==> src/rtl/banco_pkg.sv <==
// Shared definitions for the exhaustive-test benches: FSM state encoding and
// the mismatch-mask helper used by every comparator.
package banco_pkg;

    localparam logic [2:0] ST_REPOSO  = 3'd0;
    localparam logic [2:0] ST_APLICA  = 3'd1;
    localparam logic [2:0] ST_ESPERA  = 3'd2;
    localparam logic [2:0] ST_COMPARA = 3'd3;
    localparam logic [2:0] ST_FIN     = 3'd4;

    typedef enum logic [2:0] {
        REPOSO  = ST_REPOSO,
        APLICA  = ST_APLICA,
        ESPERA  = ST_ESPERA,
        COMPARA = ST_COMPARA,
        FIN     = ST_FIN
    } estado_t;

    // Widest response bus any bench may compare.
    localparam int MAX_IMPL = 16;

    // Bit i is set when implementation i disagrees with the golden bit 0.
    function automatic logic [MAX_IMPL-1:0] calc_mascara(input logic [MAX_IMPL-1:0] r);
        return r ^ {MAX_IMPL{r[0]}};
    endfunction

endpackage

==> src/rtl/banco_exhaustivo_if.sv <==
// Stimulus/response and result bus between the exhaustive-test engine and the
// logic under test plus its controller.
interface banco_exhaustivo_if #(
    parameter int N_ENTRADAS = 4,
    parameter int N_IMPL     = 4,
    parameter int W_ERR      = N_ENTRADAS + 1
);
    logic                  inicio;
    logic                  pausa;
    logic [N_IMPL-1:0]     respuestas;
    logic [N_ENTRADAS-1:0] estimulo;
    logic                  ocupado;
    logic                  fin;
    logic                  hay_error;
    logic [W_ERR-1:0]      cont_errores;
    logic [N_ENTRADAS-1:0] fallo_estimulo;
    logic [N_IMPL-1:0]     fallo_mascara;

    // Controller / device-under-test side.
    modport master (
        output inicio, pausa, respuestas,
        input  estimulo, ocupado, fin, hay_error, cont_errores,
               fallo_estimulo, fallo_mascara
    );

    // Engine side.
    modport slave (
        input  inicio, pausa, respuestas,
        output estimulo, ocupado, fin, hay_error, cont_errores,
               fallo_estimulo, fallo_mascara
    );
endinterface

==> src/rtl/banco_comparador.sv <==
// Combinational golden-channel comparator: reports which implementations
// disagree with implementation 0 and whether any of them does.
module banco_comparador
    import banco_pkg::*;
#(
    parameter int N_IMPL = 4
) (
    input  logic [N_IMPL-1:0] respuestas,
    output logic [N_IMPL-1:0] mascara,
    output logic              discrepancia
);

    assign mascara      = N_IMPL'(calc_mascara(MAX_IMPL'(respuestas)));
    assign discrepancia = |mascara;

endmodule

==> src/rtl/banco_exhaustivo.sv <==
// Exhaustive-test engine: walks every input vector, waits a settle delay,
// compares all implementations to the golden one and records the results.
module banco_exhaustivo
    import banco_pkg::*;
#(
    parameter int N_ENTRADAS = 4,
    parameter int N_IMPL     = 4,
    parameter int LATENCIA   = 0,
    parameter int W_ERR      = N_ENTRADAS + 1
) (
    input logic               clk,
    input logic               rst,
    banco_exhaustivo_if.slave bus
);

    localparam logic [N_ENTRADAS-1:0] EST_MAX = '1;
    localparam logic [3:0] ULTIMA_ESPERA = (LATENCIA == 0) ? 4'd0 : 4'(LATENCIA - 1);

    estado_t               estado_q;
    logic [N_ENTRADAS-1:0] estimulo_q;
    logic [3:0]            espera_q;
    logic [W_ERR-1:0]      cont_q;
    logic [W_ERR-1:0]      cont_d;
    logic                  hay_error_q;
    logic [N_ENTRADAS-1:0] fallo_est_q;
    logic [N_IMPL-1:0]     fallo_masc_q;
    logic                  ocupado_q;
    logic                  fin_q;

    logic [N_IMPL-1:0]     mascara;
    logic                  discrepancia;

    banco_comparador #(.N_IMPL(N_IMPL)) u_comparador (
        .respuestas  (bus.respuestas),
        .mascara     (mascara),
        .discrepancia(discrepancia)
    );

    // NOTE: default assignment first so every path drives cont_d; no latch.
    always_comb begin
        cont_d = cont_q;
        if (discrepancia && (cont_q != '1)) begin
            cont_d = cont_q + 1'b1;
        end
    end

    // NOTE: non-blocking assignments only, so all registers update together.
    always_ff @(posedge clk) begin
        if (rst) begin
            estado_q     <= REPOSO;
            estimulo_q   <= '0;
            espera_q     <= '0;
            cont_q       <= '0;
            hay_error_q  <= 1'b0;
            fallo_est_q  <= '0;
            fallo_masc_q <= '0;
            ocupado_q    <= 1'b0;
            fin_q        <= 1'b0;
        end else if (!bus.pausa) begin
            case (estado_q)
                REPOSO, FIN: begin
                    if (bus.inicio) begin
                        estado_q     <= APLICA;
                        estimulo_q   <= '0;
                        espera_q     <= '0;
                        cont_q       <= '0;
                        hay_error_q  <= 1'b0;
                        fallo_est_q  <= '0;
                        fallo_masc_q <= '0;
                        ocupado_q    <= 1'b1;
                        fin_q        <= 1'b0;
                    end
                end
                APLICA: begin
                    espera_q <= '0;
                    estado_q <= (LATENCIA == 0) ? COMPARA : ESPERA;
                end
                ESPERA: begin
                    espera_q <= espera_q + 1'b1;
                    if (espera_q == ULTIMA_ESPERA) begin
                        estado_q <= COMPARA;
                    end
                end
                COMPARA: begin
                    cont_q <= cont_d;
                    if (discrepancia && !hay_error_q) begin
                        hay_error_q  <= 1'b1;
                        fallo_est_q  <= estimulo_q;
                        fallo_masc_q <= mascara;
                    end
                    // Terminate on all-ones before incrementing, so no wrap.
                    if (estimulo_q == EST_MAX) begin
                        estado_q  <= FIN;
                        ocupado_q <= 1'b0;
                        fin_q     <= 1'b1;
                    end else begin
                        estimulo_q <= estimulo_q + 1'b1;
                        estado_q   <= APLICA;
                    end
                end
                default: estado_q <= REPOSO;
            endcase
        end
    end

    assign bus.estimulo       = estimulo_q;
    assign bus.ocupado        = ocupado_q;
    assign bus.fin            = fin_q;
    assign bus.hay_error      = hay_error_q;
    assign bus.cont_errores   = cont_q;
    assign bus.fallo_estimulo = fallo_est_q;
    assign bus.fallo_mascara  = fallo_masc_q;

endmodule

==> src/flat_wrapper.sv <==
// flat-port wrapper written by rule: the top's interface ports become plain ports
module banco_exhaustivo_flat import banco_pkg::*;
#(
    parameter int N_ENTRADAS = 4,
    parameter int N_IMPL     = 4,
    parameter int LATENCIA   = 0,
    parameter int W_ERR      = N_ENTRADAS + 1
)
  (clk, rst, bus_inicio, bus_pausa, bus_respuestas, bus_estimulo, bus_ocupado, bus_fin, bus_hay_error, bus_cont_errores, bus_fallo_estimulo, bus_fallo_mascara);
  banco_exhaustivo_if #(.N_ENTRADAS(N_ENTRADAS), .N_IMPL(N_IMPL), .W_ERR(W_ERR)) bus_i ();
  input logic clk;
  input logic rst;
  input wire logic [$bits(bus_i.inicio)-1:0] bus_inicio;
  input wire logic [$bits(bus_i.pausa)-1:0] bus_pausa;
  input wire logic [$bits(bus_i.respuestas)-1:0] bus_respuestas;
  output wire logic [$bits(bus_i.estimulo)-1:0] bus_estimulo;
  output wire logic [$bits(bus_i.ocupado)-1:0] bus_ocupado;
  output wire logic [$bits(bus_i.fin)-1:0] bus_fin;
  output wire logic [$bits(bus_i.hay_error)-1:0] bus_hay_error;
  output wire logic [$bits(bus_i.cont_errores)-1:0] bus_cont_errores;
  output wire logic [$bits(bus_i.fallo_estimulo)-1:0] bus_fallo_estimulo;
  output wire logic [$bits(bus_i.fallo_mascara)-1:0] bus_fallo_mascara;
  assign bus_i.inicio = bus_inicio;
  assign bus_i.pausa = bus_pausa;
  assign bus_i.respuestas = bus_respuestas;
  assign bus_estimulo = bus_i.estimulo;
  assign bus_ocupado = bus_i.ocupado;
  assign bus_fin = bus_i.fin;
  assign bus_hay_error = bus_i.hay_error;
  assign bus_cont_errores = bus_i.cont_errores;
  assign bus_fallo_estimulo = bus_i.fallo_estimulo;
  assign bus_fallo_mascara = bus_i.fallo_mascara;
  banco_exhaustivo #(.N_ENTRADAS(N_ENTRADAS), .N_IMPL(N_IMPL), .LATENCIA(LATENCIA), .W_ERR(W_ERR)) u_core (.clk(clk), .rst(rst), .bus(bus_i));
endmodule
==> config.mk <==
export PLATFORM = sky130hd
export DESIGN_NAME = banco_exhaustivo_flat
export DESIGN_NICKNAME = d
export VERILOG_FILES = /design/src/rtl/banco_pkg.sv /design/src/rtl/banco_exhaustivo_if.sv /design/src/rtl/banco_comparador.sv /design/src/rtl/banco_exhaustivo.sv /design/src/flat_wrapper.sv
export SDC_FILE = /design/constraint.sdc
export NUM_CORES = 1
export LEC_CHECK = 0
export CORE_MARGIN = 4
export CORE_UTILIZATION = 46
export DETAILED_ROUTE_END_ITERATION = 12
export PLACE_DENSITY_LB_ADDON = 0.05
export SLEW_MARGIN = 10
export SYNTH_ARGS = -nofsm -noshare
export SYNTH_HDL_FRONTEND = slang
export SYNTH_HIERARCHICAL = 1
export SYNTH_SLANG_ARGS = --single-unit
==> constraint.sdc <==
create_clock -name clk -period 2.1 [get_ports clk]
set_input_delay 0.315 -clock clk [delete_from_list [all_inputs] [get_ports clk]]
set_output_delay 0.315 -clock clk [all_outputs]
set_load 0.05 [all_outputs]
==> run_results.csv <==
group,metric,value,unit
clock_network,htree_levels,1,
clock_network,cts-root-buf,"clkbuf_4",
clock_network,cts_sinks,27,
clock_network,clkLatencyLatePin,0.32,ns
status,run_status,"finished, final reports clean",
pwr,clkPwrFrac,25.7,%
detailed_routing,route.detailed.drc,0,
yosys,yosysWarnings,6,
global_routing,gr-usage-met1,22.3,%
critical_path,worstSetupPathType,"reg2out",
global_routing,grt_pass1_wl,5720,um
clock_network,clk_pin_slew,0.15,ns
pwr,p_comb_share,14.0,%
critical_path,cp_slowest_cell,"clkdlybuf4s50_1",
detailed_routing,wl_per_cell,13.8,um
detailed_routing,vias,1319,
critical_path,worst-path-buf-inv,1,
pwr,powerDensity,490,mW/mm^2
sta,hold_slack,0.490,ns
worst_hold_path,hold_class,"reg2reg",
critical_path,start_kind,"flop",
critical_path,cpLargestDelayFamily,"buffers and inverters",
final_layout,final_cell_mix,"clkdlybuf4s50_1 (27), dfxtp_1 (27), a21oi_1 (24)",
die,die_w,65.0,um
sta,relSlewSlack,66.0,%
critical_path,path_max_fanout,7,
critical_path,end_kind,"primary output",
global_routing,antenna_found_initial,0,
sta,skew,0.00904,ns
clock_network,hold_buffers,0,
die,rows,20,
sta,finalSetupViolCount,0,
global_routing,grt_pass1_vias,1211,
sta,fmaxAchievable,514,MHz
yosys,synth_cell_types,46,
final_layout,antenna_cells,0,
global_routing,grt_busiest_layer,"met2",
die,die_h,65.0,um
critical_path,slowest_delay,0.85,ns
detailed_routing,ant_nets,0,
yosys,synth_edf_count,0,
place,dpl.cell_count,232,
global_routing,grt_start_max_net_pins,17,
final_layout,stdcell_count,236,
sta,post-route-period-util,92.7,%
die,dieArea,0.00422,mm^2
global_routing,grt_use_met2,28.4,%
yosys,synth-seq-cells,27,
clock_network,cts_tree,"done",
die,start_util,48.5,%
global_routing,grt-ovfl-total,0,
pwr,intPower,646,uW
critical_path,crit_required,1.78,ns
yosys,synthArstFlopShare,0,%
final_layout,num-fill-cells,297,
sta,min_period,1.95,ns
detailed_routing,first_pass_iters,4,
place,place_congestion,0.883,
pwr,swShare,26.8,%
final_layout,fin_nets,206,
yosys,ys_seq_area_share,36.2,%
yosys,yosysTopAreaCellShare,36.2,%
pwr,ir_drop,0.311,mV
sta,drv_slew,0,
sta,worst_pin_slew,0.503,ns
final_layout,drive_above_1_share,10.9,%
detailed_routing,routed_via_density,5.59,
place,io_buffers,27,
place,post-dp-hpwl,2380,um
pwr,p_leak,0.000618,uW
yosys,postSynthNetCount,179,
sta,hold_violations,0,
clock_network,postCtsSetupBuffers,0,
global_routing,grt_usage,16.8,%
yosys,synth_top_cell_by_area,"dfxtp_1",
sta,grt_setup_unrepaired,"no",
pwr,p_seq_share,60.3,%
die,io_pins,28,
critical_path,worst_ep_arrival_time,1.63,ns
detailed_routing,finalWirelength,3260,um
yosys,syn_avg_cell_area,9.00,um^2
flow_run,maxCapViolCount,0,
final_layout,syn2layout_area_growth,20.5,%
yosys,netlist_area,0.00149,mm^2
yosys,ys.flop_type,"dfxtp_1",
sta,finalSetupTns,0,ns
clock_network,clockBufferDepth,2,
yosys,yosys-top-cells-area,"dfxtp_1 (36%), a21oi_1 (8.0%), nand4b_1 (4.7%)",
critical_path,crit_chain,"clkdlybuf4s50_1",
die,core,0.00308,mm^2
pwr,power.switching,237,uW
clock_network,numCtsBuffers,3,
yosys,synth_cells,166,
global_routing,use_met3,2.77,%
clock_network,cts_resized,0,
detailed_routing,initialDrtViolationCount,90,
## worst register-to-register path: cells and delay by family (launching register included)
kind                     cells  cell delay, ns
AND/OR/NAND/NOR              2            0.52
adder cells (fa/ha/maj)      2            0.45
AO/OA/AOI/OAI                2            0.42
flip-flops                   1            0.39
## synthesized netlist by cell type (2+ instances only)
cell / instances
a21oi_1: 24
nor3_1: 3
ha_1: 5
nand2_1: 6
or3_1: 2
a211oi_1: 3
o21ai_1: 10
xor2_1: 3
nand4b_1: 8
o21ai_0: 9
buf_2: 4
a21oi_2: 2
nor2b_1: 2
dfxtp_1: 27
nor3b_1: 3
nand3_1: 7
nand3b_1: 2
nor4b_1: 2
o21a_1: 2
a41oi_1: 2
inv_1: 4
buf_6: 4
and3_1: 2
nor2_1: 8
## state kept, by name, indices dropped and copies added (netlist names)
| register | count |
|---|---|
| u_core/bus.estimulo | 4 |
| u_core/bus.fin | 1 |
| u_core/estado_q | 3 |
| u_core/bus.fallo_mascara | 4 |
| u_core/bus.ocupado | 1 |
| u_core/espera_q | 4 |
| u_core/bus.fallo_estimulo | 4 |
| u_core/bus.hay_error | 1 |
| u_core/bus.cont_errores | 5 |
## through the flow
step / utilization (%) / instance area, um^2 / setup WS (ns) / power [uW]
2_1_floorplan: - / 1490 / 0.143 / 634
3_3_place_gp: 57.6 / 1770 / 0.116 / 661
3_5_place_dp: 57.6 / 1770 / 0.0120 / 666
4_1_cts: 58.5 / 1800 / 0.134 / 892
5_1_grt: 58.5 / 1800 / 0.0754 / 930
6_report: 58.5 / 1800 / 0.154 / 883
## cells by family (layout without fill, tap and decap cells)
kind of cell             Yosys count  after routing  synth area share, %
XOR/XNOR                           3              3                 1.76
multiplexers                       3              3                 2.18
flip-flops                        27             27                 36.2
other                              1              1                0.251
AND/OR/NAND/NOR                   54             54                 24.7
adder cells (fa/ha/maj)            5              5                 4.19
buffers and inverters             15             41                 7.03
AO/OA/AOI/OAI                     58             58                 23.7
## power groups by stage
stage	clock network (uW)	logic, uW	registers (uW)
floorplan	0	90.5	543
global placement	0	119	542
detailed placement	0	123	543
CTS	237	124	532
global route	258	138	534
finish	227	124	532
## cell type report
| type | instances | area, um^2 | area share, % |
|---|---|---|---|
| Clock buffer | 4 | 26.3 | 1.46 |
| Inverter | 4 | 15.0 | 0.834 |
| Multi-Input combinational cell | 124 | 848 | 47.1 |
| Sequential cell | 27 | 541 | 30.0 |
| Tap cell | 44 | 55.1 | 3.06 |
| Timing Repair Buffer | 33 | 315 | 17.5 |
## final timing paths
path	cells after the start	slack [ns]	end	start
worst min-delay path	2	0.49	u_core/bus.fallo_mascara[1]	u_core/bus.fallo_mascara[1]
worst max register to register	6	0.24	u_core/bus.cont_errores[3]	u_core/bus.cont_errores[0]
worst max-delay path	1	0.15	bus_estimulo[3]	u_core/bus.estimulo[3]
worst min register to register	2	0.49	u_core/bus.fallo_mascara[1]	u_core/bus.fallo_mascara[1]
## metal layers
layer	share of wire, %	up-vias
li1	-	670
met1	48	622
met2	48	25
met3	3.5	2
met4	0.46	0
met5	0	-
Power figures use the tool's default switching activity.
